**config.mk**
```make
export PLATFORM = sky130hd
export DESIGN_NAME = pc_gen
export DESIGN_NICKNAME = d
export VERILOG_FILES = /design/src/rtl/pc_gen_pkg.sv /design/src/rtl/pc_gen_ras.sv /design/src/rtl/pc_gen.sv
export SDC_FILE = /design/constraint.sdc
export NUM_CORES = 1
export LEC_CHECK = 0
export ABC_AREA = 1
export CAP_MARGIN = 25
export CORE_UTILIZATION = 44
export CTS_CLUSTER_DIAMETER = 120
export DETAILED_ROUTE_END_ITERATION = 6
export PLACE_DENSITY = 0.78
export SYNTH_ARGS = -nofsm -noshare
export SYNTH_HDL_FRONTEND = slang
export SYNTH_SLANG_ARGS = --single-unit
```
**constraint.sdc**
```tcl
create_clock -name clk -period 3.65 [get_ports clk]
set_clock_uncertainty 0.05 [all_clocks]
set_input_delay 0.73 -clock clk [delete_from_list [all_inputs] [get_ports clk]]
set_output_delay 0.73 -clock clk [all_outputs]
set_load 0.02 [all_outputs]
```
**src/rtl/pc_gen_pkg.sv**
```systemverilog
// Shared definitions for the fetch-PC generator: transfer opcodes, default reset PC,
// controller states and return-address-stack operation kinds.
package pc_gen_pkg;

  typedef enum logic [3:0] {
    OP_NEXT = 4'd0,
    OP_BEQ  = 4'd1,
    OP_BNE  = 4'd2,
    OP_BLEZ = 4'd3,
    OP_BGTZ = 4'd4,
    OP_BLTZ = 4'd5,
    OP_BGEZ = 4'd6,
    OP_J    = 4'd7,
    OP_JR   = 4'd8
  } trans_op_e;

  localparam logic [31:0] RESET_PC_DEFAULT = 32'h0000_3000;

  typedef enum logic {
    ST_RUN,
    ST_HOLD
  } state_e;

  typedef enum logic [1:0] {
    RAS_NONE,
    RAS_PUSH,
    RAS_POP
  } ras_op_e;

endpackage

```
**src/rtl/pc_gen_ras.sv**
```systemverilog
// Circular return-address stack: a push on a full stack overwrites the oldest entry,
// a pop on an empty stack is ignored, and hit_o pulses when the popped top matches.
module pc_gen_ras #(
  parameter int WIDTH = 32,
  parameter int DEPTH = 4
) (
  input  logic             clk,
  input  logic             reset,
  input  logic             push_i,
  input  logic             pop_i,
  input  logic [WIDTH-1:0] push_data_i,
  input  logic [WIDTH-1:0] pop_cmp_i,
  output logic             hit_o
);

  localparam int PTR_W = $clog2(DEPTH);
  localparam int CNT_W = PTR_W + 1;

  logic [WIDTH-1:0] mem_q [DEPTH];
  logic [PTR_W-1:0] ptr_q;
  logic [CNT_W-1:0] count_q;
  logic             hit_q;
  logic [PTR_W-1:0] top_idx;

  assign top_idx = ptr_q - PTR_W'(1);
  assign hit_o   = hit_q;

  // NOTE: the stack storage is deliberately left out of reset; the count already marks every entry invalid.
  always_ff @(posedge clk) begin
    if (push_i) begin
      mem_q[ptr_q] <= push_data_i;
    end
  end

  always_ff @(posedge clk) begin
    if (!reset) begin
      ptr_q   <= '0;
      count_q <= '0;
      hit_q   <= 1'b0;
    end else begin
      hit_q <= 1'b0;
      if (push_i) begin
        ptr_q <= ptr_q + PTR_W'(1);
        if (count_q != CNT_W'(DEPTH)) begin
          count_q <= count_q + CNT_W'(1);
        end
      end else if (pop_i && (count_q != '0)) begin
        ptr_q   <= top_idx;
        count_q <= count_q - CNT_W'(1);
        hit_q   <= (mem_q[top_idx] == pop_cmp_i);
      end
    end
  end

endmodule

```
**src/rtl/pc_gen.sv**
```systemverilog
// Fetch PC generator with D-stage branch/jump redirect and stall-time pending redirect.
// Optional return-address stack is built only when PC_GEN_RAS_EN is defined.
module pc_gen
  import pc_gen_pkg::*;
#(
  parameter int               WIDTH     = 32,
  parameter logic [WIDTH-1:0] RESET_PC  = WIDTH'(RESET_PC_DEFAULT),
  parameter int               RAS_DEPTH = 4
) (
  input  logic             clk,
  input  logic             reset,
  input  logic             stall,
  input  logic             br_valid,
  input  logic [3:0]       trans_op,
  input  logic             link,
  input  logic             is_ret,
  input  logic [WIDTH-1:0] pc_d,
  input  logic [WIDTH-1:0] cmp_a,
  input  logic [WIDTH-1:0] cmp_b,
  input  logic [15:0]      offset,
  input  logic [25:0]      instr_index,
  input  logic [WIDTH-1:0] reg_target,
  output logic [WIDTH-1:0] pc_f,
  output logic             redirect,
  output logic [WIDTH-1:0] link_addr,
  output logic             ras_hit
);

  if (WIDTH < 32) begin : g_bad_width
    $error("pc_gen: WIDTH must be at least 32");
  end
  if ((RAS_DEPTH < 2) || ((RAS_DEPTH & (RAS_DEPTH - 1)) != 0)) begin : g_bad_depth
    $error("pc_gen: RAS_DEPTH must be a power of two, at least 2");
  end

  state_e           state_q;
  logic [WIDTH-1:0] pc_q;
  logic [WIDTH-1:0] pend_target_q;
  logic [WIDTH-1:0] pend_push_data_q;
  ras_op_e          pend_ras_q;

  logic             pend_valid;
  logic             cond;
  logic             taken;
  logic [WIDTH-1:0] seq_pc;
  logic [WIDTH-1:0] br_target;
  logic [WIDTH-1:0] j_target;
  logic [WIDTH-1:0] target;
  ras_op_e          ras_op_now;

  logic             ras_push;
  logic             ras_pop;
  logic [WIDTH-1:0] ras_push_data;
  logic [WIDTH-1:0] ras_cmp;

  assign pend_valid = (state_q == ST_HOLD);
  assign link_addr  = pc_d + WIDTH'(8);
  assign pc_f       = pc_q;

  // NOTE: every always_comb output gets a default first so no path can infer a latch.
  always_comb begin
    seq_pc     = pc_d + WIDTH'(4);
    br_target  = seq_pc + ({{(WIDTH-16){offset[15]}}, offset} << 2);
    j_target   = {seq_pc[WIDTH-1:28], instr_index, 2'b00};
    cond       = 1'b0;
    target     = br_target;
    ras_op_now = RAS_NONE;
    case (trans_op)
      OP_BEQ:  cond = (cmp_a == cmp_b);
      OP_BNE:  cond = (cmp_a != cmp_b);
      OP_BLEZ: cond = cmp_a[WIDTH-1] || (cmp_a == '0);
      OP_BGTZ: cond = !cmp_a[WIDTH-1] && (cmp_a != '0);
      OP_BLTZ: cond = cmp_a[WIDTH-1];
      OP_BGEZ: cond = !cmp_a[WIDTH-1];
      OP_J: begin
        cond   = 1'b1;
        target = j_target;
        if (link) ras_op_now = RAS_PUSH;
      end
      OP_JR: begin
        cond   = 1'b1;
        target = reg_target;
        if (is_ret) ras_op_now = RAS_POP;
      end
      default: cond = 1'b0;
    endcase
  end

  // A held transfer takes priority; new D-stage transfers are only accepted with nothing pending.
  assign taken    = br_valid && !pend_valid && cond;
  assign redirect = !stall && (pend_valid || taken);

  always_comb begin
    ras_push      = 1'b0;
    ras_pop       = 1'b0;
    ras_push_data = link_addr;
    ras_cmp       = reg_target;
    if (pend_valid) begin
      ras_push      = !stall && (pend_ras_q == RAS_PUSH);
      ras_pop       = !stall && (pend_ras_q == RAS_POP);
      ras_push_data = pend_push_data_q;
      ras_cmp       = pend_target_q;
    end else begin
      ras_push = !stall && taken && (ras_op_now == RAS_PUSH);
      ras_pop  = !stall && taken && (ras_op_now == RAS_POP);
    end
  end

  // NOTE: all sequential state is written with non-blocking assignments only.
  always_ff @(posedge clk) begin
    if (!reset) begin
      state_q          <= ST_RUN;
      pc_q             <= RESET_PC;
      pend_target_q    <= '0;
      pend_push_data_q <= '0;
      pend_ras_q       <= RAS_NONE;
    end else begin
      case (state_q)
        ST_RUN: begin
          if (!stall) begin
            pc_q <= taken ? target : pc_q + WIDTH'(4);
          end else if (taken) begin
            state_q          <= ST_HOLD;
            pend_target_q    <= target;
            pend_push_data_q <= link_addr;
            pend_ras_q       <= ras_op_now;
          end
        end
        ST_HOLD: begin
          if (!stall) begin
            state_q    <= ST_RUN;
            pc_q       <= pend_target_q;
            pend_ras_q <= RAS_NONE;
          end
        end
        default: state_q <= ST_RUN;
      endcase
    end
  end

`ifdef PC_GEN_RAS_EN
  pc_gen_ras #(
    .WIDTH (WIDTH),
    .DEPTH (RAS_DEPTH)
  ) u_ras (
    .clk         (clk),
    .reset       (reset),
    .push_i      (ras_push),
    .pop_i       (ras_pop),
    .push_data_i (ras_push_data),
    .pop_cmp_i   (ras_cmp),
    .hit_o       (ras_hit)
  );
`else
  logic unused_ras;
  assign unused_ras = ^{ras_push, ras_pop, ras_push_data, ras_cmp};
  assign ras_hit    = 1'b0;
`endif

endmodule

```
---- After elaboration in Yosys (flattened, before gate mapping) ----
Index checks and enable logic that the tools add are counted.
operators by class
  reduce and logical (&&, ||, !) cells .... 14
  equal/unequal tests ..................... 12
  bitwise gates (word level) .............. 1
  $add $sub $neg .......................... 4
  mux-type cells .......................... 10
operators by type and width
  operator                 number
  $pmux W32 S2             2
  $mux W32                 3
  $add A32 B3 Y32 const B  2
  $add A32 B32 Y32         1
  $add A32 B4 Y32 const B  1
  $eq A32 B32 Y1           1
  $logic_not A32 Y1        1
  $ne A32 B32 Y1           1
  $reduce_bool A32 Y1      1
  $eq A4 B3 Y1 const B     4
  $eq A4 B2 Y1 const B     2
  $pmux W1 S7              1
  $eq A4 B1 Y1 const B     1
  $eq A4 B4 Y1 const B     1
  $logic_and A1 B1 Y1      4
  $ne A2 B2 Y1 const B     2
  $logic_not A1 Y1         3
  $mux W1                  3
  $reduce_and A3 Y1        1
  $logic_or A1 B1 Y1       2
  $pmux W1 S2              1
  $reduce_and A2 Y1        1
  $reduce_or A2 Y1         1
  $not A1 Y1               1
word-level totals
  input bits .............................. 180
  flip-flop bits (word level) ............. 65
  output and inout bits ................... 66
  word-level logic and storage cells ...... 44

---- Depth between registers and ports, before layout ----
  word-level depth ........................ 7
  depth in mapped cells ................... 29
  mapped depth without buffers ............ 29

---- Least setup slack after synthesis ----
No wires, ideal clock.
  kind .................................... input -> register
  from .................................... input port pc_d[3]
  to ...................................... register pc_q[18] (netlist: pc_f[18])
  required time ........................... 3.483 ns
  stages .................................. 23
  arrival time ............................ 3.573 ns
  slack ................................... -0.090 ns
  path buffers ............................ 0
  cells stage by stage .................... ha_1 > inv_1 > nor2_4 > inv_2 > nor2_4 > inv_2 > nor2_4 > inv_2 > nor2_4 > nand3_1 > xnor2_1 > nand2_1 > nand2_1 > ha_1 > a21oi_1 > o21ai_0 > a21oi_1 > nand2_1 > or2_2 > nand3_1 > nand3_1 > nor2_1 > o21ai_1
on the way
  word-level cells in the longest chain between the ends .. 6
RTL lines
  what                  line           source
  start, declared       pc_gen.sv:17   input logic [WIDTH-1:0] pc_d,
  $add A32 B3 Y32       pc_gen.sv:62   seq_pc = pc_d + WIDTH'(4);
  $add A32 B32 Y32      pc_gen.sv:63   br_target = seq_pc + ({{(WIDTH-16){offset[15]}}, offset} << 2);
  $pmux W32 S2          pc_gen.sv:68   case (trans_op)
  $mux W32              pc_gen.sv:121  pc_q <= taken ? target : pc_q + WIDTH'(4);
  $mux W32              pc_gen.sv:120  if (!stall) begin
  $pmux W32 S2          pc_gen.sv:118  case (state_q)
  end signal, assigned  pc_gen.sv:121
  end signal, assigned  pc_gen.sv:132  pc_q <= pend_target_q;
  end, declared         pc_gen.sv:37   logic [WIDTH-1:0] pc_q;
Every way passes these cells. The select of a mux whose other input is x is not followed.
A chain may end at the register's enable or synchronous reset.

---- Worst setup path in the final report ----
  from .................................... input port pc_d[3]
  to ...................................... output port link_addr[23]
on the way
  word-level cells in the longest chain between the ends .. 1
RTL lines
  what             line          source
  $add A32 B4 Y32  pc_gen.sv:57  assign link_addr = pc_d + WIDTH'(8);
  end, declared    pc_gen.sv:25  output logic [WIDTH-1:0] link_addr,
Every way passes these cells.

==> summary.txt <==
Global route
  • Congestion Overflow GR: 0
  • Largest net degree at the start of global routing: 46
  • Via count of the first global-routing pass: between 10000 and 15000
  • Combined global-route utilization of all metal layers: 0.341
  • Initial antenna violation count: 0
  • Wire length of the first global-routing pass: 49.7 mm

Clock network
  • Cell at the root of the clock tree: sky130_fd_sc_hd__clkbuf_16
  • Num Clock Sinks: 65
  • Cts bufs inserted: 9
  • Clock latency of the later-clocked register in the worst-skew pair: 0.34 ns
  • Count of H-tree levels built during CTS: 3
  • CTS tree: yes
  • Clock edge transition at the registers on the reported setup and hold paths: 0.05 ns
  • Deepest clock path buffer count: 2
  • Number of buffers added to fix hold violations after cts: 0

Pwr
  • Design Power: 0.00328 W
  • Combinational share of power: 0.481
  • Total internal power: 0.00210 W
  • Switching share of power: 0.359
  • Peak ir drop on the vdd network: 0.449 mV
  • Relative contribution of the clock network to total power: 0.274
  • Leak Pwr: approximately 6.4 nW
  • Sequential power share: 0.245
  • Cell Pwr Density: 249 nW/um2
  • Sw Pwr: ~0.0012 W

Critical path
  • R2R Path Start: pc_f[2]$_SDFFE_PN0P_
  • Length in cells of the worst reg-to-reg path: 12
  • Arrival time at the worst endpoint: 2.77 ns
  • Worst flop-to-flop path endpoint: pc_f[30]$_SDFFE_PN0P_
  • Maximum fanout encountered on the critical timing path: 4
  • Required time at the worst-slack endpoint: approximately 2.9 ns
  • Kind of end point of the critical path: primary output
  • Sort of element at the start of the critical path: input pin
  • Reg2Reg Setup Slack: 1.34 ns
  • Crit Path Class: in -> out

Outcome
  • Result of the run: finished with violations
  • Violations in the final reports: design-rule violations

Min path
  • Number of instances on the worst hold path: 2
  • Hold Crit Class: reg -> reg
  • Hold worst-path end: pend_target_q[1]$_SDFFE_PN0P_
  • Min-Delay Startpoint: pend_target_q[1]$_SDFFE_PN0P_

Synthesis
  • Post-synthesis area per instance: 5.61 um2
  • Primary FF master, synth: sky130_fd_sc_hd__dfxtp_1
  • Register bit total from synthesis: 65
  • Area contributors post-synth: sky130_fd_sc_hd__nand2_1 (20%), sky130_fd_sc_hd__dfxtp_1 (16%), sky130_fd_sc_hd__nor2_1 (11%), sky130_fd_sc_hd__inv_1 (7.8%), sky130_fd_sc_hd__nand3_1 (5.9%)
  • Number of enable-type register cells in the synthesized netlist: 0
  • Top-area cell type share of the netlist area: 0.198
  • Synthesized instance count: 1422
  • Synthesized area: 7980 um2
  • Synth area leader: sky130_fd_sc_hd__nand2_1
  • Post-synthesis sequential area ratio: 0.163
  • Synth Net Count: 1636
  • Fraction of registers with async set/reset: 0
  • Yosys cell types: 50
  • Syn. warnings: 0

Finish
  • Fill cell total of the finished layout: 1438
  • Commonest non-fill, non-tap cell in the layout: sky130_fd_sc_hd__nand2_1
  • Layout cells sized above 1: 0.216
  • Layout Area Growth over Synthesis: 65.3%
  • Number of nets in the layout: 2085
  • Fin area: 13200 um2
  • Diode count: 0
  • Most frequent cells in the layout: sky130_fd_sc_hd__nand2_1 (394), sky130_fd_sc_hd__buf_4 (227), sky130_fd_sc_hd__nor2_1 (210)
  • Post-Route Utilization: 0.755

Placement
  • Number of buffers added on ports: 242
  • Routability-driven placement congestion ratio: roughly 1.0
  • Placed wire-length estimate: 25.4 mm
  • Post-Place Cell Area: 12100 um2

Die
  • Area of the core region: 17500 um2
  • Total I/O pin count: 246
  • Vertical die dimension: 137 um
  • Die width: 137 um
  • Die Footprint: roughly 19000 um2
  • Initial cell density of the core: 0.457
  • Site row count: 48

Timing
  • Final cycle utilization of the critical path: 0.973
  • Number of hold violations in the final report: 0
  • Minimum clock period: ~3.6 ns
  • Worst rel slew slack: 0.503
  • Actual slew at the worst max-slew pin: roughly 0.74 ns
  • Fin. max-slew vios: 0
  • Achievable Freq: 282 MHz
  • Final setup viols: 0
  • Unrepaired setup endpoints after global routing: yes

Routing
  • Drt via density: 5.15
  • Number of search-and-repair iterations in the first detailed-routing pass: 7
  • DRC violations left: 1
  • Via total after detailed routing: 10810
  • Number of nets still failing antenna checks after routing: 0
  • Initial DRC count: 853
  • Post-detailed-routing wire length: 32.4 mm
  • Average wire length per cell after detail routing: 15.4 um

Job
  • Number of maximum-capacitance constraint violations: 0
-- worst max path at each step --
stage | start | end | slack (ns) | depth (start not counted)
6_report | pc_d[3] | link_addr[23] | 0.1 | 15
5_1_grt | pc_d[3] | pc_f[28]$_SDFFE_PN0P_ | -0.14 | 27
4_1_cts | pc_d[2] | pc_f[30]$_SDFFE_PN0P_ | 0.004 | 21
3_5_place_dp | pc_d[3] | pc_f[29]$_SDFFE_PN0P_ | -0.79 | 28
3_3_place_gp | pc_d[3] | pc_f[18]$_SDFFE_PN0P_ | -0.71 | 24
2_1_floorplan | pc_d[3] | pend_target_q[30]$_SDFFE_PN0P_ | 0.01 | 27
-- kinds of logic (layout without fill, tap and decap cells) --
kind of cell | Yosys count | after routing | synth area share
AND/OR/NAND/NOR | 838 | 838 | 0.446
AO/OA/AOI/OAI | 179 | 179 | 0.129
flip-flops | 65 | 65 | 0.163
adder cells (fa/ha/maj) | 34 | 34 | 0.0543
multiplexers | 2 | 2 | 0.00251
buffers and inverters | 216 | 670 | 0.109
XOR/XNOR | 87 | 87 | 0.0964
other | 1 | 1 | 0.000470
-- power by group through the flow --
stage / Sequential (W) / Combinational, W / Clock (W)
2_1_floorplan: 0.000837 / 0.000658 / 0
3_3_place_gp: 0.000815 / 0.00139 / 0
3_5_place_dp: 0.000818 / 0.00141 / 0
4_1_cts: 0.000803 / 0.00147 / 0.000895
5_1_grt: 0.000810 / 0.00171 / 0.000930
6_report: 0.000805 / 0.00158 / 0.000898
-- critical path, cell delays in order --
cell and delay (ns):
sky130_fd_sc_hd__buf_8 0.08, sky130_fd_sc_hd__ha_4 0.14, sky130_fd_sc_hd__inv_4 0.04, sky130_fd_sc_hd__nor2_4 0.10, sky130_fd_sc_hd__inv_2 0.05, sky130_fd_sc_hd__nor2_4 0.10
sky130_fd_sc_hd__inv_2 0.05, sky130_fd_sc_hd__nor2_4 0.11, sky130_fd_sc_hd__inv_2 0.05, sky130_fd_sc_hd__nor2_4 0.16, sky130_fd_sc_hd__nand4_4 0.17, sky130_fd_sc_hd__xor2_2 0.17
sky130_fd_sc_hd__buf_4 0.12, sky130_fd_sc_hd__buf_4 0.09, sky130_fd_sc_hd__clkdlybuf4s50_1 0.60
-- cell usage after synthesis (2+ instances only) --
master                       n
sky130_fd_sc_hd__nand2_1   420
sky130_fd_sc_hd__nor2_1    237
sky130_fd_sc_hd__inv_1     165
sky130_fd_sc_hd__nand3_1    94
sky130_fd_sc_hd__dfxtp_1    65
sky130_fd_sc_hd__o21ai_0    65
sky130_fd_sc_hd__a21oi_1    60
sky130_fd_sc_hd__xor2_1     50
sky130_fd_sc_hd__xnor2_1    36
sky130_fd_sc_hd__ha_1       33
sky130_fd_sc_hd__nand4_1    24
sky130_fd_sc_hd__a22o_1     19
sky130_fd_sc_hd__clkbuf_1   19
sky130_fd_sc_hd__nor3_1     14
sky130_fd_sc_hd__o21ai_1    11
sky130_fd_sc_hd__inv_2      10
sky130_fd_sc_hd__nand3b_1   10
sky130_fd_sc_hd__o21bai_1   10
sky130_fd_sc_hd__buf_4       8
sky130_fd_sc_hd__nor2_4      7
sky130_fd_sc_hd__and2_1      6
sky130_fd_sc_hd__nor2_2      6
sky130_fd_sc_hd__buf_2       5
sky130_fd_sc_hd__buf_1       4
sky130_fd_sc_hd__nor4_1      4
sky130_fd_sc_hd__a21o_1      3
sky130_fd_sc_hd__a31oi_1     3
sky130_fd_sc_hd__buf_6       3
sky130_fd_sc_hd__nand2_2     3
sky130_fd_sc_hd__o21a_1      3
sky130_fd_sc_hd__or2_2       3
sky130_fd_sc_hd__mux2i_1     2
sky130_fd_sc_hd__nand2_4     2
sky130_fd_sc_hd__nor3_2      2
-- per-stage QoR --
stage	hold WS [ns]	TNS [ns]	instances	worst slack [ns]
final	0.419	0	2101	0.0984
after global routing	0.461	-0.672	2101	-0.139
after CTS	0.421	0	2086	0.00433
after detailed placement	0.412	-28.56	2055	-0.793
after global placement	0.400	-25.20	2055	-0.706
after floorplan	0.391	0	1422	0.0141
-- cell type report --
cell class	instances	area [um2]	area share
clock buffer	14	274	0.0208
tap	225	282	0.0213
sequential	65	1300	0.0987
multi-input combinational	1141	6400	0.485
inverter	176	663	0.0503
timing repair buffer	478	4240	0.321
clock inverter	2	35.0	0.00266
-- per-layer routing --
metal,GRT usage,vias up,wire [um]
li1,-,5417,-
met1,0.419,4877,13300
met2,0.588,436,15700
met3,0.0578,80,2190
met4,0.133,0,1210
met5,0,-,0
-- registers in the layout (all words and copies together) (netlist names) --
name / cells
pc_f: 32
pend_target_q: 32
pend_valid: 1
-- what timing repair did --
| item | in CTS | in global routing |
|---|---|---|
| setup endpoints to repair | 57 | 53 |
| gates cloned | 0 | 0 |
| gates resized for setup | 95 | 113 |
| setup buffers | 15 | 16 |
| pin swaps | 42 | 62 |
No activity file was read; power rests on OpenSTA's default activity.
